$ cat config.mk
export PLATFORM = sky130hd
export DESIGN_NAME = rv32i_decode_stage
export DESIGN_NICKNAME = d
export VERILOG_FILES = /design/src/rtl/rv32i_pkg.sv /design/src/rtl/rv32i_decode_comb.sv /design/src/rtl/rv32i_decode_stage.sv
export SDC_FILE = /design/constraint.sdc
export NUM_CORES = 1
export LEC_CHECK = 0
export CAP_MARGIN = 0
export CELL_PAD_IN_SITES_DETAIL_PLACEMENT = 1
export CELL_PAD_IN_SITES_GLOBAL_PLACEMENT = 1
export CORE_ASPECT_RATIO = 0.7
export CORE_MARGIN = 3
export CORE_UTILIZATION = 42
export CTS_BUF_LIST = sky130_fd_sc_hd__clkbuf_16
export CTS_CLUSTER_SIZE = 14
export DETAILED_ROUTE_END_ITERATION = 7
export PLACE_DENSITY_LB_ADDON = 0.1
export REMOVE_ABC_BUFFERS = 1
export SLEW_MARGIN = 15
export SYNTH_ARGS = -nofsm -noshare
export SYNTH_HDL_FRONTEND = slang
export SYNTH_SLANG_ARGS = --single-unit
$ cat constraint.sdc
create_clock -name clk -period 7.3 [get_ports clk]
set_input_delay 1.46 -clock clk [delete_from_list [all_inputs] [get_ports clk]]
set_output_delay 1.46 -clock clk [all_outputs]
set_load 0.005 [all_outputs]
$ cat src/rtl/rv32i_pkg.sv
// Shared RV32I decode definitions: opcodes, function fields, one-hot
// instruction indices and the decoded bundle carried into execute.
package rv32i_pkg;

    localparam int P_XLEN      = 32;
    localparam int P_NUM_INSTR = 37;

    localparam logic [6:0] OP     = 7'b0110011;
    localparam logic [6:0] OP_IMM = 7'b0010011;
    localparam logic [6:0] LOAD   = 7'b0000011;
    localparam logic [6:0] STORE  = 7'b0100011;
    localparam logic [6:0] BRANCH = 7'b1100011;
    localparam logic [6:0] JAL    = 7'b1101111;
    localparam logic [6:0] JALR   = 7'b1100111;
    localparam logic [6:0] LUI    = 7'b0110111;
    localparam logic [6:0] AUIPC  = 7'b0010111;

    localparam logic [2:0] F3_ADD_SUB = 3'd0;
    localparam logic [2:0] F3_SLL     = 3'd1;
    localparam logic [2:0] F3_SLT     = 3'd2;
    localparam logic [2:0] F3_SLTU    = 3'd3;
    localparam logic [2:0] F3_XOR     = 3'd4;
    localparam logic [2:0] F3_SRL_SRA = 3'd5;
    localparam logic [2:0] F3_OR      = 3'd6;
    localparam logic [2:0] F3_AND     = 3'd7;

    localparam logic [2:0] F3_B  = 3'd0;
    localparam logic [2:0] F3_H  = 3'd1;
    localparam logic [2:0] F3_W  = 3'd2;
    localparam logic [2:0] F3_BU = 3'd4;
    localparam logic [2:0] F3_HU = 3'd5;

    localparam logic [2:0] F3_BEQ  = 3'd0;
    localparam logic [2:0] F3_BNE  = 3'd1;
    localparam logic [2:0] F3_BLT  = 3'd4;
    localparam logic [2:0] F3_BGE  = 3'd5;
    localparam logic [2:0] F3_BLTU = 3'd6;
    localparam logic [2:0] F3_BGEU = 3'd7;

    localparam logic [6:0] F7_BASE = 7'h00;
    localparam logic [6:0] F7_ALT  = 7'h20;

    localparam logic [5:0] I_ADD   = 6'd0;
    localparam logic [5:0] I_SUB   = 6'd1;
    localparam logic [5:0] I_XOR   = 6'd2;
    localparam logic [5:0] I_OR    = 6'd3;
    localparam logic [5:0] I_AND   = 6'd4;
    localparam logic [5:0] I_SLL   = 6'd5;
    localparam logic [5:0] I_SRL   = 6'd6;
    localparam logic [5:0] I_SRA   = 6'd7;
    localparam logic [5:0] I_SLT   = 6'd8;
    localparam logic [5:0] I_SLTU  = 6'd9;
    localparam logic [5:0] I_ADDI  = 6'd10;
    localparam logic [5:0] I_XORI  = 6'd11;
    localparam logic [5:0] I_ORI   = 6'd12;
    localparam logic [5:0] I_ANDI  = 6'd13;
    localparam logic [5:0] I_SLLI  = 6'd14;
    localparam logic [5:0] I_SRLI  = 6'd15;
    localparam logic [5:0] I_SRAI  = 6'd16;
    localparam logic [5:0] I_SLTI  = 6'd17;
    localparam logic [5:0] I_SLTIU = 6'd18;
    localparam logic [5:0] I_LB    = 6'd19;
    localparam logic [5:0] I_LH    = 6'd20;
    localparam logic [5:0] I_LW    = 6'd21;
    localparam logic [5:0] I_LBU   = 6'd22;
    localparam logic [5:0] I_LHU   = 6'd23;
    localparam logic [5:0] I_SB    = 6'd24;
    localparam logic [5:0] I_SH    = 6'd25;
    localparam logic [5:0] I_SW    = 6'd26;
    localparam logic [5:0] I_BEQ   = 6'd27;
    localparam logic [5:0] I_BNE   = 6'd28;
    localparam logic [5:0] I_BLT   = 6'd29;
    localparam logic [5:0] I_BGE   = 6'd30;
    localparam logic [5:0] I_BLTU  = 6'd31;
    localparam logic [5:0] I_BGEU  = 6'd32;
    localparam logic [5:0] I_JAL   = 6'd33;
    localparam logic [5:0] I_JALR  = 6'd34;
    localparam logic [5:0] I_LUI   = 6'd35;
    localparam logic [5:0] I_AUIPC = 6'd36;

    typedef enum logic [2:0] {
        FMT_R, FMT_I, FMT_SH, FMT_S, FMT_B, FMT_U, FMT_J, FMT_NONE
    } imm_fmt_e;

    typedef struct packed {
        logic [P_NUM_INSTR-1:0] instructions;
        logic [4:0]             rs1;
        logic [4:0]             rs2;
        logic [4:0]             rd;
        logic [P_XLEN-1:0]      imm;
        logic [P_XLEN-1:0]      pc;
        logic                   illegal;
    } decoded_t;

endpackage

$ cat src/rtl/rv32i_decode_comb.sv
// Purely combinational RV32I decoder: instruction word to one-hot opcode
// vector, register addresses, immediate and illegal flag.
module rv32i_decode_comb
    import rv32i_pkg::*;
(
    input  logic [31:0]            i_instr,
    output logic [P_NUM_INSTR-1:0] o_instructions,
    output logic [4:0]             o_rs1,
    output logic [4:0]             o_rs2,
    output logic [4:0]             o_rd,
    output logic [P_XLEN-1:0]      o_imm,
    output logic                   o_illegal
);

    logic [6:0] w_op;
    logic [2:0] w_f3;
    logic [6:0] w_f7;
    logic [5:0] w_idx;
    logic       w_hit;
    imm_fmt_e   w_fmt;

    assign w_op  = i_instr[6:0];
    assign w_f3  = i_instr[14:12];
    assign w_f7  = i_instr[31:25];
    assign o_rs1 = i_instr[19:15];
    assign o_rs2 = i_instr[24:20];
    assign o_rd  = i_instr[11:7];

    always_comb begin
        w_idx = I_ADD;
        w_hit = 1'b0;
        w_fmt = FMT_NONE;
        case (w_op)
            OP: begin
                w_fmt = FMT_R;
                if (w_f7 == F7_BASE) begin
                    w_hit = 1'b1;
                    case (w_f3)
                        F3_ADD_SUB: w_idx = I_ADD;
                        F3_SLL:     w_idx = I_SLL;
                        F3_SLT:     w_idx = I_SLT;
                        F3_SLTU:    w_idx = I_SLTU;
                        F3_XOR:     w_idx = I_XOR;
                        F3_SRL_SRA: w_idx = I_SRL;
                        F3_OR:      w_idx = I_OR;
                        default:    w_idx = I_AND;
                    endcase
                end else if (w_f7 == F7_ALT) begin
                    if (w_f3 == F3_ADD_SUB) begin
                        w_hit = 1'b1;
                        w_idx = I_SUB;
                    end else if (w_f3 == F3_SRL_SRA) begin
                        w_hit = 1'b1;
                        w_idx = I_SRA;
                    end
                end
            end
            OP_IMM: begin
                w_fmt = FMT_I;
                w_hit = 1'b1;
                case (w_f3)
                    F3_ADD_SUB: w_idx = I_ADDI;
                    F3_SLT:     w_idx = I_SLTI;
                    F3_SLTU:    w_idx = I_SLTIU;
                    F3_XOR:     w_idx = I_XORI;
                    F3_OR:      w_idx = I_ORI;
                    F3_AND:     w_idx = I_ANDI;
                    F3_SLL: begin
                        w_fmt = FMT_SH;
                        w_idx = I_SLLI;
                        w_hit = (w_f7 == F7_BASE);
                    end
                    default: begin
                        // shift-right immediates share funct3; imm[11:5] selects logical/arith
                        w_fmt = FMT_SH;
                        w_idx = (w_f7 == F7_ALT) ? I_SRAI : I_SRLI;
                        w_hit = (w_f7 == F7_BASE) || (w_f7 == F7_ALT);
                    end
                endcase
            end
            LOAD: begin
                w_fmt = FMT_I;
                w_hit = 1'b1;
                case (w_f3)
                    F3_B:    w_idx = I_LB;
                    F3_H:    w_idx = I_LH;
                    F3_W:    w_idx = I_LW;
                    F3_BU:   w_idx = I_LBU;
                    F3_HU:   w_idx = I_LHU;
                    default: w_hit = 1'b0;
                endcase
            end
            STORE: begin
                w_fmt = FMT_S;
                w_hit = 1'b1;
                case (w_f3)
                    F3_B:    w_idx = I_SB;
                    F3_H:    w_idx = I_SH;
                    F3_W:    w_idx = I_SW;
                    default: w_hit = 1'b0;
                endcase
            end
            BRANCH: begin
                w_fmt = FMT_B;
                w_hit = 1'b1;
                case (w_f3)
                    F3_BEQ:  w_idx = I_BEQ;
                    F3_BNE:  w_idx = I_BNE;
                    F3_BLT:  w_idx = I_BLT;
                    F3_BGE:  w_idx = I_BGE;
                    F3_BLTU: w_idx = I_BLTU;
                    F3_BGEU: w_idx = I_BGEU;
                    default: w_hit = 1'b0;
                endcase
            end
            JAL: begin
                w_fmt = FMT_J;
                w_hit = 1'b1;
                w_idx = I_JAL;
            end
            JALR: begin
                w_fmt = FMT_I;
                w_hit = (w_f3 == 3'd0);
                w_idx = I_JALR;
            end
            LUI: begin
                w_fmt = FMT_U;
                w_hit = 1'b1;
                w_idx = I_LUI;
            end
            AUIPC: begin
                w_fmt = FMT_U;
                w_hit = 1'b1;
                w_idx = I_AUIPC;
            end
            default: begin
                w_fmt = FMT_NONE;
                w_hit = 1'b0;
            end
        endcase
    end

    generate
        for (genvar gi = 0; gi < P_NUM_INSTR; gi++) begin : g_onehot
            assign o_instructions[gi] = w_hit && (w_idx == 6'(gi));
        end
    endgenerate

    assign o_illegal = !w_hit;

    always_comb begin
        o_imm = '0;
        if (w_hit) begin
            case (w_fmt)
                FMT_I:   o_imm = {{20{i_instr[31]}}, i_instr[31:20]};
                FMT_SH:  o_imm = {27'b0, i_instr[24:20]};
                FMT_S:   o_imm = {{20{i_instr[31]}}, i_instr[31:25], i_instr[11:7]};
                FMT_B:   o_imm = {{19{i_instr[31]}}, i_instr[31], i_instr[7],
                                  i_instr[30:25], i_instr[11:8], 1'b0};
                FMT_U:   o_imm = {i_instr[31:12], 12'h000};
                FMT_J:   o_imm = {{11{i_instr[31]}}, i_instr[31], i_instr[19:12],
                                  i_instr[20], i_instr[30:21], 1'b0};
                default: o_imm = '0;
            endcase
        end
    end

endmodule

$ cat src/rtl/rv32i_decode_stage.sv
// Registered RV32I decode stage: decode on the input side, then an output
// register backed by one skid entry so back-pressure never costs throughput.
module rv32i_decode_stage
    import rv32i_pkg::*;
#(
    parameter int XLEN      = P_XLEN,
    parameter int NUM_INSTR = P_NUM_INSTR
) (
    input  logic                 clk,
    input  logic                 rst,
    input  logic                 flush,
    input  logic                 in_valid,
    output logic                 in_ready,
    input  logic [31:0]          in_instr,
    input  logic [XLEN-1:0]      in_pc,
    output logic                 out_valid,
    input  logic                 out_ready,
    output logic [NUM_INSTR-1:0] out_instructions,
    output logic [4:0]           out_rs1,
    output logic [4:0]           out_rs2,
    output logic [4:0]           out_rd,
    output logic [XLEN-1:0]      out_imm,
    output logic [XLEN-1:0]      out_pc,
    output logic                 out_illegal
);

    decoded_t w_dec;
    decoded_t r_out;
    decoded_t r_skid;
    logic     r_out_valid;
    logic     r_skid_valid;
    logic     w_accept;
    logic     w_out_free;

    rv32i_decode_comb u_decode (
        .i_instr        (in_instr),
        .o_instructions (w_dec.instructions),
        .o_rs1          (w_dec.rs1),
        .o_rs2          (w_dec.rs2),
        .o_rd           (w_dec.rd),
        .o_imm          (w_dec.imm),
        .o_illegal      (w_dec.illegal)
    );
    assign w_dec.pc = in_pc;

    // in_ready depends only on skid occupancy, keeping out_ready off the input path
    assign in_ready   = !r_skid_valid;
    assign w_accept   = in_valid && !r_skid_valid && !flush;
    assign w_out_free = !r_out_valid || out_ready;

    always_ff @(posedge clk) begin
        if (rst) begin
            r_out_valid  <= 1'b0;
            r_skid_valid <= 1'b0;
            r_out        <= '0;
            r_skid       <= '0;
        end else if (flush) begin
            r_out_valid  <= 1'b0;
            r_skid_valid <= 1'b0;
        end else if (w_out_free) begin
            if (r_skid_valid) begin
                r_out        <= r_skid;
                r_out_valid  <= 1'b1;
                r_skid_valid <= 1'b0;
            end else begin
                r_out_valid <= w_accept;
                if (w_accept) begin
                    r_out <= w_dec;
                end
            end
        end else if (w_accept) begin
            r_skid       <= w_dec;
            r_skid_valid <= 1'b1;
        end
    end

    assign out_valid        = r_out_valid;
    assign out_instructions = r_out.instructions;
    assign out_rs1          = r_out.rs1;
    assign out_rs2          = r_out.rs2;
    assign out_rd           = r_out.rd;
    assign out_imm          = r_out.imm;
    assign out_pc           = r_out.pc;
    assign out_illegal      = r_out.illegal;

endmodule

Word-level counts from Yosys, hierarchy flattened
Index checks and enable logic that the tools add are counted.
Operators by class
  eq/ne operators: 59
  multiplexer cells: 27
  bitwise operators: 2
  reductions and logical operators: 60
Operators with widths (count)
  2-to-1 mux 117 bit: 2
  one-hot mux 32 bit (6 select lines): 1
  == test 6 x 5 -> 1 bit, second input constant: 16
  one-hot mux 6 bit (9 select lines): 1
  == test 6 x 4 -> 1 bit, second input constant: 8
  one-hot mux 6 bit (7 select lines): 1
  logical AND 1 bit: 39
  one-hot mux 6 bit (6 select lines): 1
  2-to-1 mux 32 bit: 1
  == test 6 bit, second input constant: 5
  == test 7 x 6 -> 1 bit, second input constant: 4
  one-hot mux 4 bit (7 select lines): 1
  one-hot mux 5 bit (5 select lines): 1
  == test 6 x 3 -> 1 bit, second input constant: 4
  == test 3 bit, second input constant: 7
  == test 7 bit, second input constant: 3
  one-hot mux 3 bit (7 select lines): 1
  2-to-1 mux 6 bit: 3
  one-hot mux 5 bit (3 select lines): 1
  == test 7 x 5 -> 1 bit, second input constant: 2
  == test 3 x 2 -> 1 bit, second input constant: 4
  == test 6 x 2 -> 1 bit, second input constant: 2
  OR reduction 6 bit: 2
  OR reduction 3 bit: 3
  19 further kinds: 35
Word-level totals
  register bits: 236
  bits of input ports: 69
  logic and storage cells: 164

Depth between registers and ports, before layout
Gate-level depths: netlist of run 1.
  word-level depth: 10
  gate-level depth with buffers: 10
  mapped depth without buffers: 7

Modules after synthesis
Synthesis of run 1 repeated with hierarchy kept, for this count alone.
Unflattened totals
  cells, all modules: 1324
  area, all modules: 12453.2 µm²
By module, submodules not included
  rv32i_decode_stage: times used 1, cells each 1051, area each 10695.3 µm², sequential area each 4724.5 µm²
  rv32i_decode_comb: times used 1, cells each 273, area each 1757.9 µm², sequential area each 0.0 µm²

Worst setup path before layout of run 1
No wires, ideal clock.
  path type: in2reg
  start: in in_instr[13]
  end: reg r_out (netlist bit out_instructions[12])
  library setup time: 0.075 ns
  arrival: 3.558 ns
  slack: 3.666 ns
  stages: 9
  path through: buf_2 > nor2b_1 > a2111o_1 > a31o_1 > and4b_4 > a2111oi_4 > or3b_1 > buf_2 > o22ai_2
On the way
  cells in the longest elaborated chain, start to end: 10
  elaborated cells on any way between the ends: 35
  classes of those cells: eq/ne: 8; mux: 21; reduce/logical: 6
RTL lines
  start: declaration: RTL line rv32i_decode_stage.sv:14  | input logic [31:0] in_instr,
  == test 3 bit
  2-to-1 mux 3 bit: RTL line rv32i_decode_comb.sv:52  | end else if (w_f3 == F3_SRL_SRA) begin
  2-to-1 mux 6 bit: RTL line rv32i_decode_comb.sv:49  | if (w_f3 == F3_ADD_SUB) begin
  2-to-1 mux 6 bit: RTL line rv32i_decode_comb.sv:48  | end else if (w_f7 == F7_ALT) begin
  2-to-1 mux 6 bit: RTL line rv32i_decode_comb.sv:36  | if (w_f7 == F7_BASE) begin
  one-hot mux 6 bit (9 select lines): RTL line rv32i_decode_comb.sv:33  | case (w_op)
  == test 6 x 4 -> 1 bit: RTL line rv32i_decode_comb.sv:145  | assign o_instructions[gi] = w_hit && (w_idx == 6'(gi));
  logical AND 1 bit (*): RTL line rv32i_decode_comb.sv:145
  2-to-1 mux 117 bit (*): RTL line rv32i_decode_stage.sv:67  | if (w_accept) begin
  2-to-1 mux 117 bit (*): RTL line rv32i_decode_stage.sv:61  | if (r_skid_valid) begin
  end signal: assignment: RTL line rv32i_decode_stage.sv:62  | r_out <= r_skid;
  end signal: assignment: RTL line rv32i_decode_stage.sv:68  | r_out <= w_dec;
  end: declaration: RTL line rv32i_decode_stage.sv:28  | decoded_t r_out;
Every way passes the cells marked *; elsewhere a longest branch is shown, timed or not. The select of a mux whose other input is x is not followed.
A chain may end at the register's enable or synchronous reset.

Final worst setup path of run 1
  start: in in_instr[14]
  end: reg r_out (netlist bit out_imm[13])
On the way
  cells in the longest elaborated chain, start to end: 9
  elaborated cells on any way between the ends: 33
  classes of those cells: eq/ne: 13; mux: 15; reduce/logical: 5
RTL lines
  == test 3 x 2 -> 1 bit (tied with other cells): RTL line rv32i_decode_comb.sv:61  | case (w_f3)
  OR reduction 6 bit (no source line) or 2-to-1 mux 1 bit (tied branches)
  2-to-1 mux 2 bit or 2-to-1 mux 1 bit (tied branches): RTL line rv32i_decode_comb.sv:61, rv32i_decode_comb.sv:49
  one-hot mux 3 bit (7 select lines) or 2-to-1 mux 1 bit (tied branches): RTL line rv32i_decode_comb.sv:33, rv32i_decode_comb.sv:48
  == test 3 bit (tied with other cells): RTL line rv32i_decode_comb.sv:154  | case (w_fmt)
  one-hot mux 32 bit (6 select lines) or one-hot mux 1 bit (7 select lines) (tied branches): RTL line rv32i_decode_comb.sv:154, rv32i_decode_comb.sv:33
  2-to-1 mux 32 bit (*): RTL line rv32i_decode_comb.sv:153  | if (w_hit) begin
  2-to-1 mux 117 bit (*): RTL line rv32i_decode_stage.sv:67
  2-to-1 mux 117 bit (*): RTL line rv32i_decode_stage.sv:61
Marked as above.

==> run_results.csv, run 1 <==
group,metric,value,unit
route,drc,0,
clock_tree,htreeDepth,1,
grt,antenna_found_initial,1,
floorplanning,fp.dieH,135,um
sta,rsz0062_at_grt,"no",
setup_path,worstReg2RegEnd,"r_skid[86]",
synthesis,syn_area_per_cell,8.34,sq um
sta,setup_tns,0,ns
sta,whs,0.445,ns
layout,area_growth,28.5,%
clock_tree,holdBufCountCts,0,
sta,relSlewSlack,0.314,
floorplanning,die_area,25500,sq um
sta,slew_violations,0,
setup_path,arrival,4.79,ns
sta,max_clock_freq,229,MHz
sta,period_needed,4.36,ns
layout,n_antenna_cell,0,
hold_path,min_path_cells,2,
floorplanning,start_util,0.433,
power,clkPwrFrac,0.441,
outcome,status,"completed",
floorplanning,row_count,46,
sta,worst_pin_slew,1.02,ns
setup_path,cp-end-kind,"flip-flop",
setup_path,crit_fanout,23,
grt,grt_max_degree,144,
power,p_comb_frac,0.096,
synthesis,synth_seq_cells,236,
hold_path,hp-class,"flip-flop to flip-flop",
power,p_switching,707,uW
clock_tree,post_cts_buffers,0,
layout,seqCellArea,4730,sq um
synthesis,synth_ff_type,"dfxtp_1",
grt,grt.total_usage,0.244,
floorplanning,ios,188,
placement,io_buffers,187,
route,wirelength,32200,um
sta,final_hold_viol_count,0,
floorplanning,fp.dieW,190,um
power,swShare,0.243,
grt,grt_pass1_wl,51400,um
placement,place_congestion,0.856,
route,route.vias.total,9314,
power,p_leak,0.00436,uW
route,ant_nets,0,
layout,layout.cells.non_filler,1641,
floorplanning,coreArea,22900,sq um
power,powerDensity,228,nW/um^2
grt,gr-total-overflow,0,
clock_tree,cts-root-buf,"clkbuf_16",
clock_tree,clock_sinks,236,
synthesis,synthCells,1188,
clock_tree,clk_latency,0.53,ns
synthesis,netlist_area,9910,sq um
setup_path,rr_worst_depth,6,
setup_path,r2r_start,"r_skid_valid",
grt,grt_pass1_vias,9323,
setup_path,critPathLaunchType,"input pin",
placement,dp_cells,1595,
clock_tree,cts_buffers,26,
route,drtPass1Iterations,5,
clock_tree,clkTransAtPathRegs,0.06,ns
hold_path,hold_end,"r_skid[102]",
sta,layout_worst_path_cycle_share,0.597,
placement,hpwl,20800,um
synthesis,synth_edf_count,0,
sta,finalSetupViolations,0,
setup_path,required,7.73,ns
clock_tree,cts_resized,0,
route,drt_iter0_drc,513,
layout,fin_nets,1380,
setup_path,crit_type,"input pin to flip-flop",
power,ir_drop,0.148,mV
setup_path,r2r_slack,4.04,ns
layout,fillers,2706,
synthesis,yosys_warnings,0,
route,wl_per_cell,19.6,um
synthesis,yosysSeqAreaShare,0.477,
synthesis,async_flop_share,0,
power,seqPwrFrac,0.463,
job,cap_violations,0,
layout,multi_input_area,4820,sq um
layout,final_layout_size_suffix_gt1_frac,0.0497,
route,vias_per_cell,5.68,
sta,fin_skew,0.0113,ns
synthesis,synthDistinctLibCells,58,
clock_tree,cts_tree,"yes",
clock_tree,clockBufferDepth,3,
hold_path,min_from,"r_skid[102]",
power,p_int,2200,uW
-- area by class of cell --
cell class                 count  area share
tap                          312      0.0306
clock inverter                19      0.0121
multi-input combinational    846       0.378
timing repair buffer         196       0.153
inverter                       5     0.00147
clock buffer                  27      0.0530
sequential                   236       0.371
-- worst max-delay path by stage --
stage                       from                    to  depth (start not counted)
finish              in_instr[14]           out_imm[13]                          8
global route        in_instr[14]            out_imm[2]                          8
CTS                 in_instr[14]            r_skid[93]                          8
detailed placement  in_instr[14]            r_skid[93]                          8
global placement    in_instr[14]  out_instructions[12]                          8
floorplan           r_skid_valid  out_instructions[36]                          5
-- critical path: stages --
cell and delay [ns]:
clkdlybuf4s50_1 0.82, or2_0 0.44, a2111o_1 0.39, a31o_1 0.19
and4b_4 0.26, nor2_1 0.79, a221oi_1 0.21, nor3_1 0.21
-- cell usage after synthesis (2+ instances only) --
cell type	count	area, sq um
nand2_1	213	800
a21oi_1	88	440
nor3_1	29	145
a21o_1	7	52.6
o21ai_1	9	45.0
a22o_1	12	105
a211oi_1	54	405
nand3b_1	7	52.6
clkbuf_1	95	357
mux2i_1	49	490
or3_1	5	31.3
nor4_1	2	12.5
nor2_1	132	495
nand2b_1	4	25.0
a221oi_1	27	236
o21ai_0	50	250
o22ai_1	22	138
o21bai_1	7	52.6
and3_1	32	200
or3b_2	2	17.5
nor2b_1	10	62.6
nand4_1	4	25.0
o211a_1	2	20.0
o2bb2ai_1	7	61.3
nand3_1	11	55.1
a22oi_1	10	75.1
buf_2	5	25.0
o211ai_1	6	45.0
nor3b_1	3	22.5
dfxtp_1	236	4720
a311oi_1	13	114
inv_1	5	18.8
and2_1	4	25.0
nor4_2	2	25.0
-- registers in the layout (all words and copies together) (netlist names) --
name and flops:
out_illegal 1, out_imm 32, out_instructions 37, out_pc 32, out_rd 5, out_rs1 5
out_rs2 5, out_valid 1, r_skid 117, r_skid_valid 1
-- layout by cell type, fill, tap and decap left out, types with 8 or more instances in the layout --
| master | n |
|---|---|
| dfxtp_1 | 235 |
| a22oi_1 | 10 |
| o22ai_1 | 22 |
| a21oi_1 | 88 |
| nor3_1 | 27 |
| nor2_1 | 131 |
| clkbuf_16 | 27 |
| o21ai_1 | 9 |
| a311oi_1 | 13 |
| nand2_1 | 213 |
| a211oi_1 | 54 |
| o21ai_0 | 50 |
| a221oi_1 | 27 |
| a22o_1 | 12 |
| buf_4 | 8 |
| nor2b_1 | 10 |
| and3_1 | 31 |
| inv_1 | 9 |
| nand3_1 | 10 |
| mux2i_1 | 49 |
| clkdlybuf4s50_1 | 186 |
-- routing by layer --
| metal | part of all wire | global-route usage |
|---|---|---|
| met1 | 0.50 | 0.359 |
| met2 | 0.44 | 0.378 |
| met3 | 0.046 | 0.0449 |
| met4 | 0.017 | 0.0492 |
| met5 | 0.00040 | 0 |
-- stage by stage --
stage          area (sq um)  utilization  total power (uW)  worst slack (ns)
2_1_floorplan          9520            -              1480             -5.56
3_3_place_gp          11900        0.520              1640              2.56
3_5_place_dp          11900        0.520              1650              2.44
4_1_cts               12700        0.556              2930              2.98
5_1_grt               12700        0.556              3020              2.67
6_report              12700        0.556              2900              2.94
-- power by group through the flow --
stage | clock network, uW | logic [uW] | registers (uW)
5_1_grt | 1370 | 305 | 1350
4_1_cts | 1310 | 280 | 1340
3_5_place_dp | 0 | 278 | 1370
2_1_floorplan | 0 | 110 | 1370
6_report | 1280 | 280 | 1340
3_3_place_gp | 0 | 274 | 1370
-- kinds of logic (layout without fill, tap and decap cells) --
logic type                after synthesis  count (layout)  share of synthesized area
and+or+nand+nor                       469             469                      0.212
buffers and inverters                 106             247                     0.0408
muxes                                  49              49                     0.0495
AOI/OAI and AO/OA                     327             327                      0.220
DFF                                   236             236                      0.477
xor gates and xnor gates                1               1                   0.000884
(Power assumes the default switching activity.)
==> run 2, diff against run 1 <==
- CORE_UTILIZATION: 42 -> 39
- clock period: 7.3 -> 4.54 ns (I/O delays scaled with it)
==> run_results.csv, run 2 (synthesis gave the netlist of run 1 again) <==
group,metric,value,unit
power,swShare,0.244,
grt,gr-total-overflow,0,
route,drc,0,
hold_path,hp-class,"flip-flop to flip-flop",
power,p_switching,1120,uW
clock_tree,cts_buffers,24,
placement,io_buffers,187,
layout,largest-register,"r_skid",
clock_tree,cts-root-buf,"clkbuf_16",
setup_path,required,4.98,ns
setup_path,crit_type,"input pin to flip-flop",
job,cap_violations,0,
sta,final_hold_viol_count,0,
floorplanning,coreArea,24800,sq um
sta,finalSetupViolations,0,
layout,final_layout_size_suffix_gt1_frac,0.0553,
route,drtPass1Iterations,5,
grt,grt.total_usage,0.238,
sta,worst_pin_slew,1.03,ns
clock_tree,clk_latency,0.53,ns
sta,slew_violations,0,
clock_tree,holdBufCountCts,0,
floorplanning,row_count,48,
power,seqPwrFrac,0.469,
setup_path,critPathLaunchType,"input pin",
hold_path,min_path_cells,2,
setup_path,cpPeakStageDelay,0.56,ns
floorplanning,start_util,0.400,
hold_path,min_from,"r_skid[93]",
route,m1WireLength,16900,um
sta,max_clock_freq,276,MHz
clock_tree,cts_tree,"yes",
route,wirelength,33600,um
grt,antenna_found_initial,1,
setup_path,rr_worst_depth,5,
layout,seqCellArea,4730,sq um
floorplanning,die_area,27400,sq um
layout,layout_common_cells,"dfxtp_1, nand2_1, clkdlybuf4s50_1",
layout,n_antenna_cell,0,
layout,fillers,2881,
layout,largest_register_ff_count,117,
placement,dp_cells,1620,
sta,relSlewSlack,0.314,
layout,multi_input_area,4820,sq um
setup_path,r2r_start,"r_skid_valid",
clock_tree,clock_sinks,236,
clock_tree,clockBufferDepth,3,
grt,grt_pass1_vias,9342,
power,ir_drop,0.230,mV
clock_tree,clkTransAtPathRegs,0.06,ns
floorplanning,fp.dieW,197,um
setup_path,startpoint,"in_instr[3]",
route,wl_per_cell,20.2,um
layout,area_growth,29.1,%
floorplanning,ios,188,
placement,place_congestion,0.881,
clock_tree,htreeDepth,1,
sta,period_needed,3.63,ns
route,dr_wl_met2,14300,um
power,p_int,3480,uW
layout,fin_nets,1390,
grt,grt_pass1_wl,53100,um
setup_path,cp-end-kind,"flip-flop",
route,vias_per_cell,5.62,
power,clkPwrFrac,0.431,
setup_path,arrival,4.07,ns
layout,layout.cells.non_filler,1663,
clock_tree,cts_resized,0,
route,route.vias.total,9352,
sta,whs,0.447,ns
power,p_comb_frac,0.100,
route,routed.top_layer,"met5",
sta,layout_worst_path_cycle_share,0.799,
placement,hpwl,21900,um
setup_path,crit_fanout,11,
power,p_leak,0.00439,uW
power,powerDensity,360,nW/um^2
sta,fin_skew,0.0119,ns
layout,final_core_util,0.516,
layout,mostFrequentLayoutCell,"dfxtp_1",
clock_tree,post_cts_buffers,0,
route,ant_nets,0,
setup_path,cp_cell_sequence,"clkdlybuf4s50_1 -> nand4bb_4 -> nor3b_4 -> o2111ai_1 -> and4b_4 -> a2111oi_4 -> or3b_1 -> o22ai_2",
sta,rsz0062_at_grt,"no",
outcome,status,"completed",
setup_path,cp_slowest_cell,"clkdlybuf4s50_1",
route,drt_iter0_drc,452,
grt,grt_max_degree,181,
route,met3_length,1680,um
floorplanning,fp.dieH,139,um
run 2: cell count changes in the layout (fill, tap and decap cells not counted), moves of 2 or more:
cell | before | now
buf_4 | 8 | 20
clkbuf_16 | 27 | 24
clkinv_1 | 4 | 6
clkinv_4 | 2 | 0
run 2: critical path: cells and delay by family:
kind	cells	cell delay [ns]
and+or+nand+nor	4	1.70
AOI/OAI and AO/OA	3	0.90
buffers and inverters	1	0.56
run 2: metal layers:
layer / global-route usage / vias up
met4: 0.0529 / 2
met3: 0.0436 / 48
li1: - / 4487
met2: 0.359 / 226
met1: 0.353 / 4589
met5: 0 / -
run 2: metrics by stage:
stage               power (uW)  worst slack, ns  area [sq um]  TNS, ns
floorplan                 2380            -8.32          9520  -946.34
global placement          2660            0.544         12000        0
detailed placement        2660            0.430         12000        0
CTS                       4660            0.973         12800        0
global route              4800            0.764         12800        0
finish                    4600            0.915         12800        0
run 2: power groups by stage:
stage                     logic (uW)  registers (uW)  clock network (uW)
final                            461            2160                1980
after global routing             503            2160                2130
after CTS                        463            2160                2040
after detailed placement         459            2200                   0
after global placement           453            2200                   0
after floorplan                  177            2210                   0
run 2: worst paths after layout:
check / end / slack [ns]
worst max-delay path: out_instructions[12] / 0.91
worst min-delay path: r_skid[93] / 0.45
worst max register to register: out_instructions[13] / 1.56
worst min register to register: r_skid[93] / 0.45
run 2: area by class of cell:
| cell class | instances | share of cell area |
|---|---|---|
| multi-input combinational | 846 | 0.377 |
| sequential | 236 | 0.370 |
| timing repair buffer | 208 | 0.160 |
| clock buffer | 24 | 0.0470 |
| tap | 325 | 0.0318 |
| clock inverter | 19 | 0.0137 |
| inverter | 5 | 0.00147 |
==> run 3, diff against run 2 <==
- CORE_UTILIZATION: 39 -> 35
- clock period: 4.54 -> 3.1 ns (I/O delays scaled with it)
==> run_results.csv, run 3 (synthesis gave the netlist of run 1 again) <==
group,metric,value,unit
layout,fin_nets,1473,
layout,n_antenna_cell,0,
power,ir_drop,0.356,mV
floorplanning,die_area,30400,sq um
sta,finalSetupViolations,0,
hold_path,hp-class,"flip-flop to flip-flop",
layout,final_core_util,0.498,
sta,rsz0062_at_grt,"no",
route,wl_per_cell,19.0,um
grt,grt.total_usage,0.216,
grt,gr-total-overflow,0,
floorplanning,start_util,0.363,
sta,relSlewSlack,0.516,
route,drtPass1Iterations,5,
setup_path,critPathLaunchType,"input pin",
setup_path,cp_slowest_cell,"or3b_1",
clock_tree,clk_latency,0.53,ns
grt,grt_pass1_wl,54300,um
placement,io_buffers,187,
clock_tree,clock_sinks,236,
setup_path,cp-end-kind,"flip-flop",
setup_path,crit_type,"input pin to flip-flop",
power,powerDensity,510,nW/um^2
grt,antenna_found_initial,1,
placement,dp_cells,1740,
setup_path,cp_cell_sequence,"clkdlybuf4s50_1 -> or2_0 -> a2111o_1 -> a31o_1 -> and4b_4 -> a2111oi_4 -> or3b_1 -> o22ai_2",
job,cap_violations,0,
route,vias_per_cell,5.30,
sta,slew_violations,0,
layout,largest-register,"r_skid",
placement,hpwl,23600,um
outcome,status,"completed",
layout,largest_register_ff_count,117,
floorplanning,coreArea,27300,sq um
clock_tree,cts_buffers,26,
clock_tree,clkTransAtPathRegs,0.06,ns
setup_path,arrival,3.36,ns
layout,final_layout_size_suffix_gt1_frac,0.108,
grt,grt_pass1_vias,9473,
grt,grt_max_degree,84,
sta,final_hold_viol_count,0,
layout,layout_common_cells,"dfxtp_1, nand2_1, clkdlybuf4s50_1",
layout,layout.cells.non_filler,1787,
clock_tree,htreeDepth,1,
layout,area_growth,37.0,%
sta,layout_worst_path_cycle_share,0.936,
setup_path,cpPeakStageDelay,0.58,ns
floorplanning,row_count,50,
sta,max_clock_freq,345,MHz
route,wirelength,33900,um
clock_tree,clockBufferDepth,3,
floorplanning,fp.dieW,207,um
sta,fin_skew,0.0133,ns
sta,period_needed,2.90,ns
setup_path,required,3.56,ns
route,route.vias.total,9479,
layout,fillers,3202,
layout,mostFrequentLayoutCell,"dfxtp_1",
setup_path,crit_fanout,8,
floorplanning,fp.dieH,147,um
clock_tree,cts_tree,"yes",
placement,place_congestion,0.848,
sta,worst_pin_slew,0.726,ns
power,p_leak,0.00485,uW
floorplanning,ios,188,
route,drt_iter0_drc,496,
clock_tree,cts-root-buf,"clkbuf_16",
route,ant_nets,0,
route,drc,0,
## run 3: power by group
part,internal (uW),switching (uW),leakage (uW)
Combinational,361,356,0.00250
Sequential,3120,47.7,0.00192
Clock,1760,1270,0.000431
## run 3: worst paths after layout
check	cells past startpoint	to	slack, ns	startpoint
hold reg to reg	2	r_skid[90]	0.44	r_skid[90]
hold / removal	2	r_skid[90]	0.44	r_skid[90]
setup / recovery	8	out_instructions[12]	0.20	in_instr[12]
setup reg to reg	6	out_imm[6]	0.85	r_skid_valid
## run 3: per-layer routing
metal | global-route usage | share of wire
met5 | 0 | 0.00038
met4 | 0.0319 | 0.012
met3 | 0.0391 | 0.045
met2 | 0.331 | 0.43
met1 | 0.324 | 0.51
## run 3: area by class of cell
cell class / instances / area (sq um) / area share
repair buffers: 289 / 2740 / 0.202
well taps: 364 / 455 / 0.0336
clock buffers: 26 / 651 / 0.0479
flip-flops and latches: 236 / 4730 / 0.348
inverters: 5 / 18.8 / 0.00138
clock inverters: 21 / 173 / 0.0127
multi-input cells: 846 / 4810 / 0.354
## run 3: critical path: cells and delay by family
family / cells / cell delay [ns]
buf+inv: 1 / 0.42
compound gates: 4 / 1.22
simple gates: 3 / 1.10
## run 3: repair_timing
action / 4_1_cts / 5_1_grt
endpoints found under the setup margin: 0 / 3
resized for setup: 0 / 1
buffers inserted: 0 / 0
hold buffers: 0 / 0
## run 3: through the flow
step	area (sq um)	TNS, ns	setup WS [ns]	power [uW]	hold slack (ns)
detailed placement	12700	-20.18	-0.443	3950	0.434
floorplan	9520	-1283.54	-9.76	3490	0.417
global placement	12700	-17.77	-0.319	3940	0.427
CTS	13600	0	0.133	7000	0.448
global route	13600	0	0.0591	7220	0.471
finish	13600	0	0.200	6920	0.444
